File: config.mk
export PLATFORM = sky130hd
export DESIGN_NAME = pwm_sample_scheduler_flat
export DESIGN_NICKNAME = d
export VERILOG_FILES = /design/src/rtl/pwm_sample_scheduler_if.sv /design/src/rtl/pwm_sample_scheduler.sv /design/src/flat_wrapper.sv
export SDC_FILE = /design/constraint.sdc
export NUM_CORES = 1
export LEC_CHECK = 0
export CAP_MARGIN = 40
export CORE_UTILIZATION = 29
export CTS_CLUSTER_SIZE = 30
export DETAILED_ROUTE_END_ITERATION = 6
export SLEW_MARGIN = 40
export SYNTH_ARGS = -nofsm -noshare
export SYNTH_HDL_FRONTEND = slang
export SYNTH_SLANG_ARGS = --single-unit
File: constraint.sdc
create_clock -name clk_in -period 8 [get_ports clk_in]
set_input_delay 2 -clock clk_in [delete_from_list [all_inputs] [get_ports clk_in]]
set_output_delay 2 -clock clk_in [all_outputs]
set_load 0.01 [all_outputs]
File: src/rtl/pwm_sample_scheduler_if.sv
// Sample-stream port of the PWM sample scheduler.
// The source holds sample_in and sample_valid_in stable until it sees
// sample_ready_out. A beat transfers on each rising clock edge where both are high.
interface pwm_sample_scheduler_if #(
    parameter int SAMPLE_W = 8
);
    logic [SAMPLE_W-1:0] sample_in;
    logic                sample_valid_in;
    logic                sample_ready_out;

    modport master (
        output sample_in,
        output sample_valid_in,
        input  sample_ready_out
    );

    modport slave (
        input  sample_in,
        input  sample_valid_in,
        output sample_ready_out
    );
endinterface

File: src/rtl/pwm_sample_scheduler.sv
// Buffers samples, scales them to the PWM period, and issues one duty-cycle
// update per sample slot, always at a PWM period boundary.
module pwm_sample_scheduler #(
    parameter int SAMPLE_W   = 8,
    parameter int FIFO_DEPTH = 4,
    parameter int HOLD_W     = 8
) (
    input  logic                          clk_in,
    input  logic                          rst_in,
    input  logic                          en_in,
    input  logic [31:0]                   period_in,
    input  logic [HOLD_W-1:0]             hold_in,
    pwm_sample_scheduler_if.slave         smp,
    output logic [31:0]                   dc_out,
    output logic                          dc_valid_out,
    output logic                          frame_start_out,
    output logic                          underrun_out,
    output logic [$clog2(FIFO_DEPTH):0]   fill_out,
    output logic [1:0]                    state_dbg_out
);

    localparam int PTR_W = $clog2(FIFO_DEPTH);
    localparam int CNT_W = PTR_W + 1;
    localparam int PROD_W = SAMPLE_W + 32;

    typedef enum logic [1:0] {
        ST_IDLE  = 2'd0,
        ST_PRIME = 2'd1,
        ST_RUN   = 2'd2
    } state_e;

    state_e              state_q, state_d;
    logic [31:0]         period_reg_q, period_reg_d;
    logic [HOLD_W-1:0]   hold_reg_q, hold_reg_d;
    logic [31:0]         per_cnt_q, per_cnt_d;
    logic [HOLD_W-1:0]   hold_cnt_q, hold_cnt_d;
    logic [31:0]         dc_q, dc_d;
    logic                dc_valid_q, dc_valid_d;
    logic                underrun_q, underrun_d;
    logic                silence_pend_q, silence_pend_d;
    logic [PTR_W-1:0]    wr_ptr_q, wr_ptr_d;
    logic [PTR_W-1:0]    rd_ptr_q, rd_ptr_d;
    logic [CNT_W-1:0]    count_q, count_d;
    logic [SAMPLE_W-1:0] mem_q [FIFO_DEPTH];

    logic                full;
    logic                empty;
    logic                period_wrap;
    logic                slot_end;
    logic                pop_sched;
    logic                ready;
    logic                push;
    logic                do_pop;
    logic                flush;
    logic [SAMPLE_W-1:0] head;
    logic [PROD_W-1:0]   product;
    logic [31:0]         scaled;

    assign head        = mem_q[rd_ptr_q];
    assign full        = (count_q == CNT_W'(FIFO_DEPTH));
    assign empty       = (count_q == '0);
    assign period_wrap = (per_cnt_q == period_reg_q - 32'd1);
    assign slot_end    = (state_q == ST_RUN) && period_wrap &&
                         (hold_cnt_q == hold_reg_q - HOLD_W'(1));
    assign pop_sched   = !empty && ((state_q == ST_PRIME) || slot_end);

    // A full FIFO still accepts on a scheduled pop cycle, so push and pop coincide.
    assign ready = (state_q != ST_IDLE) && (!full || pop_sched);
    assign push  = smp.sample_valid_in && ready;

    assign product = PROD_W'(head) * PROD_W'(period_reg_q);
    assign scaled  = product[SAMPLE_W +: 32];

    always_comb begin
        state_d        = state_q;
        period_reg_d   = period_reg_q;
        hold_reg_d     = hold_reg_q;
        per_cnt_d      = per_cnt_q;
        hold_cnt_d     = hold_cnt_q;
        dc_d           = dc_q;
        dc_valid_d     = 1'b0;
        underrun_d     = 1'b0;
        silence_pend_d = silence_pend_q;
        do_pop         = 1'b0;
        flush          = 1'b0;

        unique case (state_q)
            ST_IDLE: begin
                per_cnt_d  = '0;
                hold_cnt_d = '0;
                if (silence_pend_q) begin
                    dc_valid_d     = 1'b1;
                    silence_pend_d = 1'b0;
                end
                if (en_in) begin
                    state_d      = ST_PRIME;
                    period_reg_d = (period_in < 32'd2) ? 32'd2 : period_in;
                    hold_reg_d   = (hold_in == '0) ? HOLD_W'(1) : hold_in;
                end
            end
            ST_PRIME: begin
                if (en_in && !empty) begin
                    do_pop     = 1'b1;
                    dc_d       = scaled;
                    dc_valid_d = 1'b1;
                    state_d    = ST_RUN;
                    per_cnt_d  = '0;
                    hold_cnt_d = '0;
                end
            end
            ST_RUN: begin
                if (en_in) begin
                    if (period_wrap) begin
                        per_cnt_d = '0;
                        if (slot_end) begin
                            hold_cnt_d = '0;
                            if (!empty) begin
                                do_pop     = 1'b1;
                                dc_d       = scaled;
                                dc_valid_d = 1'b1;
                            end else begin
                                underrun_d = 1'b1;
                            end
                        end else begin
                            hold_cnt_d = hold_cnt_q + HOLD_W'(1);
                        end
                    end else begin
                        per_cnt_d = per_cnt_q + 32'd1;
                    end
                end
            end
            default: state_d = ST_IDLE;
        endcase

        // Shutdown silences the PWM; if a strobe just went out, the zero strobe
        // is deferred one cycle so strobes never land back to back.
        if ((state_q != ST_IDLE) && !en_in) begin
            state_d    = ST_IDLE;
            flush      = 1'b1;
            dc_d       = '0;
            per_cnt_d  = '0;
            hold_cnt_d = '0;
            if (dc_valid_q) begin
                silence_pend_d = 1'b1;
            end else begin
                dc_valid_d = 1'b1;
            end
        end
    end

    always_comb begin
        wr_ptr_d = wr_ptr_q;
        rd_ptr_d = rd_ptr_q;
        count_d  = count_q;
        if (flush) begin
            wr_ptr_d = '0;
            rd_ptr_d = '0;
            count_d  = '0;
        end else begin
            if (push) begin
                wr_ptr_d = wr_ptr_q + PTR_W'(1);
            end
            if (do_pop) begin
                rd_ptr_d = rd_ptr_q + PTR_W'(1);
            end
            unique case ({push, do_pop})
                2'b10:   count_d = count_q + CNT_W'(1);
                2'b01:   count_d = count_q - CNT_W'(1);
                default: count_d = count_q;
            endcase
        end
    end

    always_ff @(posedge clk_in or posedge rst_in) begin
        if (rst_in) begin
            state_q        <= ST_IDLE;
            period_reg_q   <= '0;
            hold_reg_q     <= '0;
            per_cnt_q      <= '0;
            hold_cnt_q     <= '0;
            dc_q           <= '0;
            dc_valid_q     <= 1'b0;
            underrun_q     <= 1'b0;
            silence_pend_q <= 1'b0;
            wr_ptr_q       <= '0;
            rd_ptr_q       <= '0;
            count_q        <= '0;
        end else begin
            state_q        <= state_d;
            period_reg_q   <= period_reg_d;
            hold_reg_q     <= hold_reg_d;
            per_cnt_q      <= per_cnt_d;
            hold_cnt_q     <= hold_cnt_d;
            dc_q           <= dc_d;
            dc_valid_q     <= dc_valid_d;
            underrun_q     <= underrun_d;
            silence_pend_q <= silence_pend_d;
            wr_ptr_q       <= wr_ptr_d;
            rd_ptr_q       <= rd_ptr_d;
            count_q        <= count_d;
        end
    end

    always_ff @(posedge clk_in) begin
        if (push) begin
            mem_q[wr_ptr_q] <= smp.sample_in;
        end
    end

    assign smp.sample_ready_out = ready;
    assign dc_out               = dc_q;
    assign dc_valid_out         = dc_valid_q;
    assign underrun_out         = underrun_q;
    assign frame_start_out      = (state_q == ST_RUN) && (per_cnt_q == 32'd0);
    assign fill_out             = count_q;
    assign state_dbg_out        = state_q;

endmodule
File: src/flat_wrapper.sv
// flat-port wrapper written by rule: the top's interface ports become plain ports
module pwm_sample_scheduler_flat 
#(
    parameter int SAMPLE_W   = 8,
    parameter int FIFO_DEPTH = 4,
    parameter int HOLD_W     = 8
)
  (clk_in, rst_in, en_in, period_in, hold_in, dc_out, dc_valid_out, frame_start_out, underrun_out, fill_out, state_dbg_out, smp_sample_in, smp_sample_valid_in, smp_sample_ready_out);
  pwm_sample_scheduler_if #(.SAMPLE_W(SAMPLE_W)) smp_i ();
  input  logic clk_in;
  input  logic rst_in;
  input  logic en_in;
  input  logic [31:0] period_in;
  input  logic [HOLD_W-1:0] hold_in;
  output logic [31:0] dc_out;
  output logic dc_valid_out;
  output logic frame_start_out;
  output logic underrun_out;
  output logic [$clog2(FIFO_DEPTH):0] fill_out;
  output logic [1:0] state_dbg_out;
  input wire logic [$bits(smp_i.sample_in)-1:0] smp_sample_in;
  input wire logic [$bits(smp_i.sample_valid_in)-1:0] smp_sample_valid_in;
  output wire logic [$bits(smp_i.sample_ready_out)-1:0] smp_sample_ready_out;
  assign smp_i.sample_in = smp_sample_in;
  assign smp_i.sample_valid_in = smp_sample_valid_in;
  assign smp_sample_ready_out = smp_i.sample_ready_out;
  pwm_sample_scheduler #(.SAMPLE_W(SAMPLE_W), .FIFO_DEPTH(FIFO_DEPTH), .HOLD_W(HOLD_W)) u_core (.clk_in(clk_in), .rst_in(rst_in), .en_in(en_in), .period_in(period_in), .hold_in(hold_in), .smp(smp_i), .dc_out(dc_out), .dc_valid_out(dc_valid_out), .frame_start_out(frame_start_out), .underrun_out(underrun_out), .fill_out(fill_out), .state_dbg_out(state_dbg_out));
endmodule
# After elaboration in Yosys (flattened, before gate mapping)
# Memories as Yosys holds them, arrays and structs flattened.
# Index checks and enable logic that the tools add are counted.
# classes
multipliers,1
add_sub_neg,8
muxes,51
eq_ne,14
reduce_logical,28
n_lt_le_gt_ge,1
# op_table
operator,n
2-to-1 mux 32 bit,11
case mux 32 bit (3 select lines),1
case mux 32 bit (2 select lines),1
2-to-1 mux 8 bit,6
multiplier 8 x 32 -> 40 bit,1
"adder 32 x 1 -> 32 bit, second input constant",1
== test 32 bit,1
zero test 32 bit,1
"less-than comparator 32 x 2 -> 1 bit, second input constant",1
"subtractor 32 x 1 -> 32 bit, second input constant",1
case mux 8 bit (3 select lines),1
2-to-1 mux 1 bit,19
2-to-1 mux 2 bit,7
"adder 8 x 1 -> 8 bit, second input constant",1
== test 8 bit,1
logical AND 1 bit,8
zero test 8 bit,1
"subtractor 8 x 1 -> 8 bit, second input constant",1
"!= test 3 x 1 -> 1 bit, second input constant",2
"!= test 3 x 2 -> 1 bit, second input constant",2
"!= test 3 bit, second input constant",2
case mux 2 bit (3 select lines),1
case mux 3 bit (2 select lines),1
AND reduction 3 bit,2
other kinds (20),29
# totals
reg_bits,124
ram_bits,32
input_bits,52
memories,1
out_inout_bits,41
# mem_list
name,words,word_bits,read_ports,rd_clocked_by_memory_dff,write_ports,line_no,source
u_core.mem_q,4,8,1,0,1,pwm_sample_scheduler.sv:44,logic [SAMPLE_W-1:0] mem_q [FIFO_DEPTH];

# Logic depth before layout (Yosys ltp)
# logic_depth
ltp_word,12
mapped_depth,23

# Worst setup path after synthesis
# Ideal clock, no wire load.
# synth_timing
path_kind,register to register
start,register u_core.rd_ptr_q[0]
end,register u_core.dc_q[31] (netlist: u_core.dc_out[31])
setup_time_ps,122
slack_ps,1730
t_arrival_ps,6149
stages_incl_launch_ff,21
cell_sequence,dfrtp_1 -> clkbuf_1 -> mux4_2 -> clkbuf_1 -> and2_1 -> fa_1 -> fa_1 -> fa_1 -> inv_1 -> fa_1 -> inv_1 -> ha_1 -> a21o_1 -> a31oi_1 -> o2bb2ai_1 -> nand3_1 -> a21oi_1 -> o221ai_1 -> a41o_1 -> or3_1 -> a32o_1
# synth_via
elab_chain_cells,8
word_cells_on_any_way,9
# synth_rtl
item,line_no,source
from (decl),pwm_sample_scheduler.sv:42,"logic [PTR_W-1:0] rd_ptr_q, rd_ptr_d;"
from (signal assigned),pwm_sample_scheduler.sv:199,rd_ptr_q <= rd_ptr_d;
memory read (4 x 8 bit) (*),--,
multiplier 8 x 32 -> 40 bit (*),pwm_sample_scheduler.sv:71,assign product = PROD_W'(head) * PROD_W'(period_reg_q);
2-to-1 mux 32 bit,pwm_sample_scheduler.sv:117,if (!empty) begin
2-to-1 mux 32 bit,pwm_sample_scheduler.sv:115,if (slot_end) begin
2-to-1 mux 32 bit,pwm_sample_scheduler.sv:113,if (period_wrap) begin
2-to-1 mux 32 bit,pwm_sample_scheduler.sv:112,if (en_in) begin
case mux 32 bit (2 select lines) (*),pwm_sample_scheduler.sv:87,unique case (state_q)
2-to-1 mux 32 bit (*),pwm_sample_scheduler.sv:137,if ((state_q != ST_IDLE) && !en_in) begin
to (signal assigned),pwm_sample_scheduler.sv:181,dc_q <= '0;
to (signal assigned),pwm_sample_scheduler.sv:194,dc_q <= dc_d;
to (decl),pwm_sample_scheduler.sv:37,"logic [31:0] dc_q, dc_d;"
# Every way passes the cells marked *; elsewhere a longest branch is shown, timed or not. The select of a mux whose other input is x is not followed.
# A chain may end at the register's enable or synchronous reset.

# Final worst setup path
# Same ends and word-level chain as after synthesis.

==> out/qor.txt <==
Final Cycle Share = 0.869
max_slew headroom = 0.410
total gr overflow = 0
Initial DRC Count = 662
Clk pin slew, worst setup/hold paths = 70 ps
mapped cell area = 16500 µm²
Buf/Inv on CP = 2
ys async rst share = 0.795
Inserted Clock Buffers = 17
total I/O pin count = 93
CP max stage cell = mux4_2
DP Wirelength = 35000 µm
HP Class = flop to flop
most used cell along the critical path = fa_1
post_cts resized = 0
crit path time final = 6950 ps
Die ar. = 57700 µm²
Root Driver = clkbuf_16
final hold vios = 0
Post-synth EDFFs = 32
FILL cells = 5681
CP delay by family, top = adder cells
core area = 55600 µm²
vias per std cell = 4.96
syn_nets = 2078
vias post-DR = 12600
H-tree lvl count = 4
final core utilization = 0.335
total iterations of the first detailed-routing run = 5
CTS tree = built
Synth Instances = 1774
DR WL/cell = 18.0 µm
Layout area overhead = 13.1%
Slowest Stage Delay on Critical Path = 890 ps
CP cell instances = mux4_2 > and2_1 > fa_1 > fa_1 > fa_1 > inv_1 > fa_1 > inv_1 > ha_1 > a21o_1 > a31oi_1 > o2bb2ai_1 > nand3_1 > a21oi_1 > o221ai_1 > a41o_1 > or3_1 > a32o_1
Synth cell types = 83
WS Path Type = flop to flop
routability cong. = 0.891
Longest Clk Path Bufs = 2
FP Rows = 86
# diodes = 0
Clock Sinks = 156
#FFs+latches synth = 156
Worst Path Arrival = 7330 ps
fin. max-slew vios = 0
fraction of layout cells with a size suffix above 1 = 0.0639
number of global-route vias before repair = 13100
total wire length = 45900 µm
leading cell type in the layout, fill and taps excluded = inv_1
first-pass GRT wire length = 74600 µm
Worst Setup Start Kind = flop
Seq/Total Area, Yosys = 0.247
most frequent cells in the layout = 240 x inv_1, 180 x fa_1, 177 x and2_1
antenna violations before repair = 0
worst-path maximum fanout = 32
slew of the pin with the lowest slew margin = 877 ps
status = complete, no violations
Main synth FF type = dfrtp_1
post-route ant nets = 0
syn avg cell area = 9.28 µm²
final setup fails = 0
largest net degree at the start of global routing = 69
setup TNS = 0 ps
Final nets = 2092
Critical Path Sink Type = flop
fmax = 144 MHz
Die H = 240 µm
maxcap violations = 0
DRC viols = 0
yosys warns = 0
hold_ws = 505 ps
clock latency on the worst-skew pair = 500 ps
Post-CTS Setup Bufs = 0
clock skew = 16.0 ps
Buffers on Ports = 92
Hold Buf Count CTS = 0
Worst Path Required = 8380 ps
Initial Util = 0.296
Total Routing Usage GR = 0.168
Die W = 240 µm
RSZ-0062 raised after global routing = false
[worst register-to-register path, cell delays in order (launching register included)]
cell,delay [ps]
dfrtp_1,810
mux4_2,900
and2_1,310
fa_1,510
fa_1,540
fa_1,540
inv_1,60
fa_1,540
inv_1,50
ha_1,350
a21o_1,210
a31oi_1,170
o2bb2ai_1,170
nand3_1,230
a21oi_1,330
o221ai_1,280
a41o_1,300
or3_1,310
a32o_1,230
[registers in the layout (all words and copies together), names as in the netlist]
register               flops
u_core.hold_cnt_q          8
u_core.dc_valid_out        1
u_core.silence_pend_q      1
u_core.rd_ptr_q            2
u_core.underrun_out        1
u_core.period_reg_q       32
u_core.hold_reg_q          8
u_core.state_dbg_out       2
u_core.wr_ptr_q            2
u_core.per_cnt_q          32
u_core.dc_out             32
u_core.mem_q              32
u_core.fill_out            3
[worst paths after layout]
path	startpoint	to	slack [ps]	cells after the start
max reg2reg	u_core.rd_ptr_q[0]	u_core.dc_out[31]	1050	18
max in group asynchronous	rst_in	u_core.period_reg_q[26]	5030	3
min reg2reg	u_core.dc_valid_out	u_core.dc_valid_out	510	1
max	u_core.rd_ptr_q[0]	u_core.dc_out[31]	1050	18
min in group asynchronous	rst_in	u_core.hold_reg_q[2]	1950	2
min	u_core.dc_valid_out	u_core.dc_valid_out	510	1
[Yosys cell counts (8+ instances only)]
cell type  count  area [µm²]
inv_1        241         905
fa_1         180        3600
and2_1       178        1110
nand2_1      151         567
dfrtp_1      124        3100
clkbuf_1      99         372
nor2_1        79         297
ha_1          72         901
a21oi_1       56         280
o21ai_0       56         280
xor2_1        55         482
xnor2_1       53         464
nand3_1       45         225
mux2_2        38         428
o31ai_1       33         248
edfxtp_1      32         961
nor3_1        25         125
nand4_1       24         150
a21o_1        22         165
nor4_1        21         131
and3_1        13        81.3
or3_1         10        62.6
a211oi_1       8        60.1
a31oi_1        8        50.1
nand2b_1       8        50.1
o22ai_1        8        50.1
[cell families after synthesis]
logic type,synth area share
and+or+nand+nor,0.198
buffers and inverters,0.0808
AOI/OAI and AO/OA,0.104
adders and majority gates,0.274
DFF,0.247
xor gates and xnor gates,0.0574
muxes,0.0392
[stage by stage]
step	instance area, µm²	setup slack [ps]	std cells
floorplan	16500	1730	1774
global placement	18000	1170	2515
detailed placement	18000	1070	2517
CTS	18600	1020	2549
global route	18600	681	2549
finish	18600	1050	2549
[layer usage]
| metal | up-vias | wire, µm | track usage |
|---|---|---|---|
| li1 | 5862 | - | - |
| met1 | 6444 | 21000 | 0.225 |
| met4 | 0 | 1270 | 0.0660 |
| met5 | - | 0 | 0 |
| met2 | 279 | 21600 | 0.270 |
| met3 | 57 | 2040 | 0.0287 |
[layout make-up]
| cell class | instances | area (µm²) | area share |
|---|---|---|---|
| multi-input combinational | 1271 | 11100 | 0.596 |
| clock inverter | 14 | 156 | 0.00840 |
| timing repair buffer | 101 | 1020 | 0.0548 |
| inverter | 241 | 910 | 0.0489 |
| sequential | 156 | 4060 | 0.218 |
| clock buffer | 18 | 429 | 0.0231 |
| tap | 748 | 936 | 0.0503 |
Power is not shown: default switching activity piles up to over one toggle a cycle in this logic, so the estimate is an artifact.
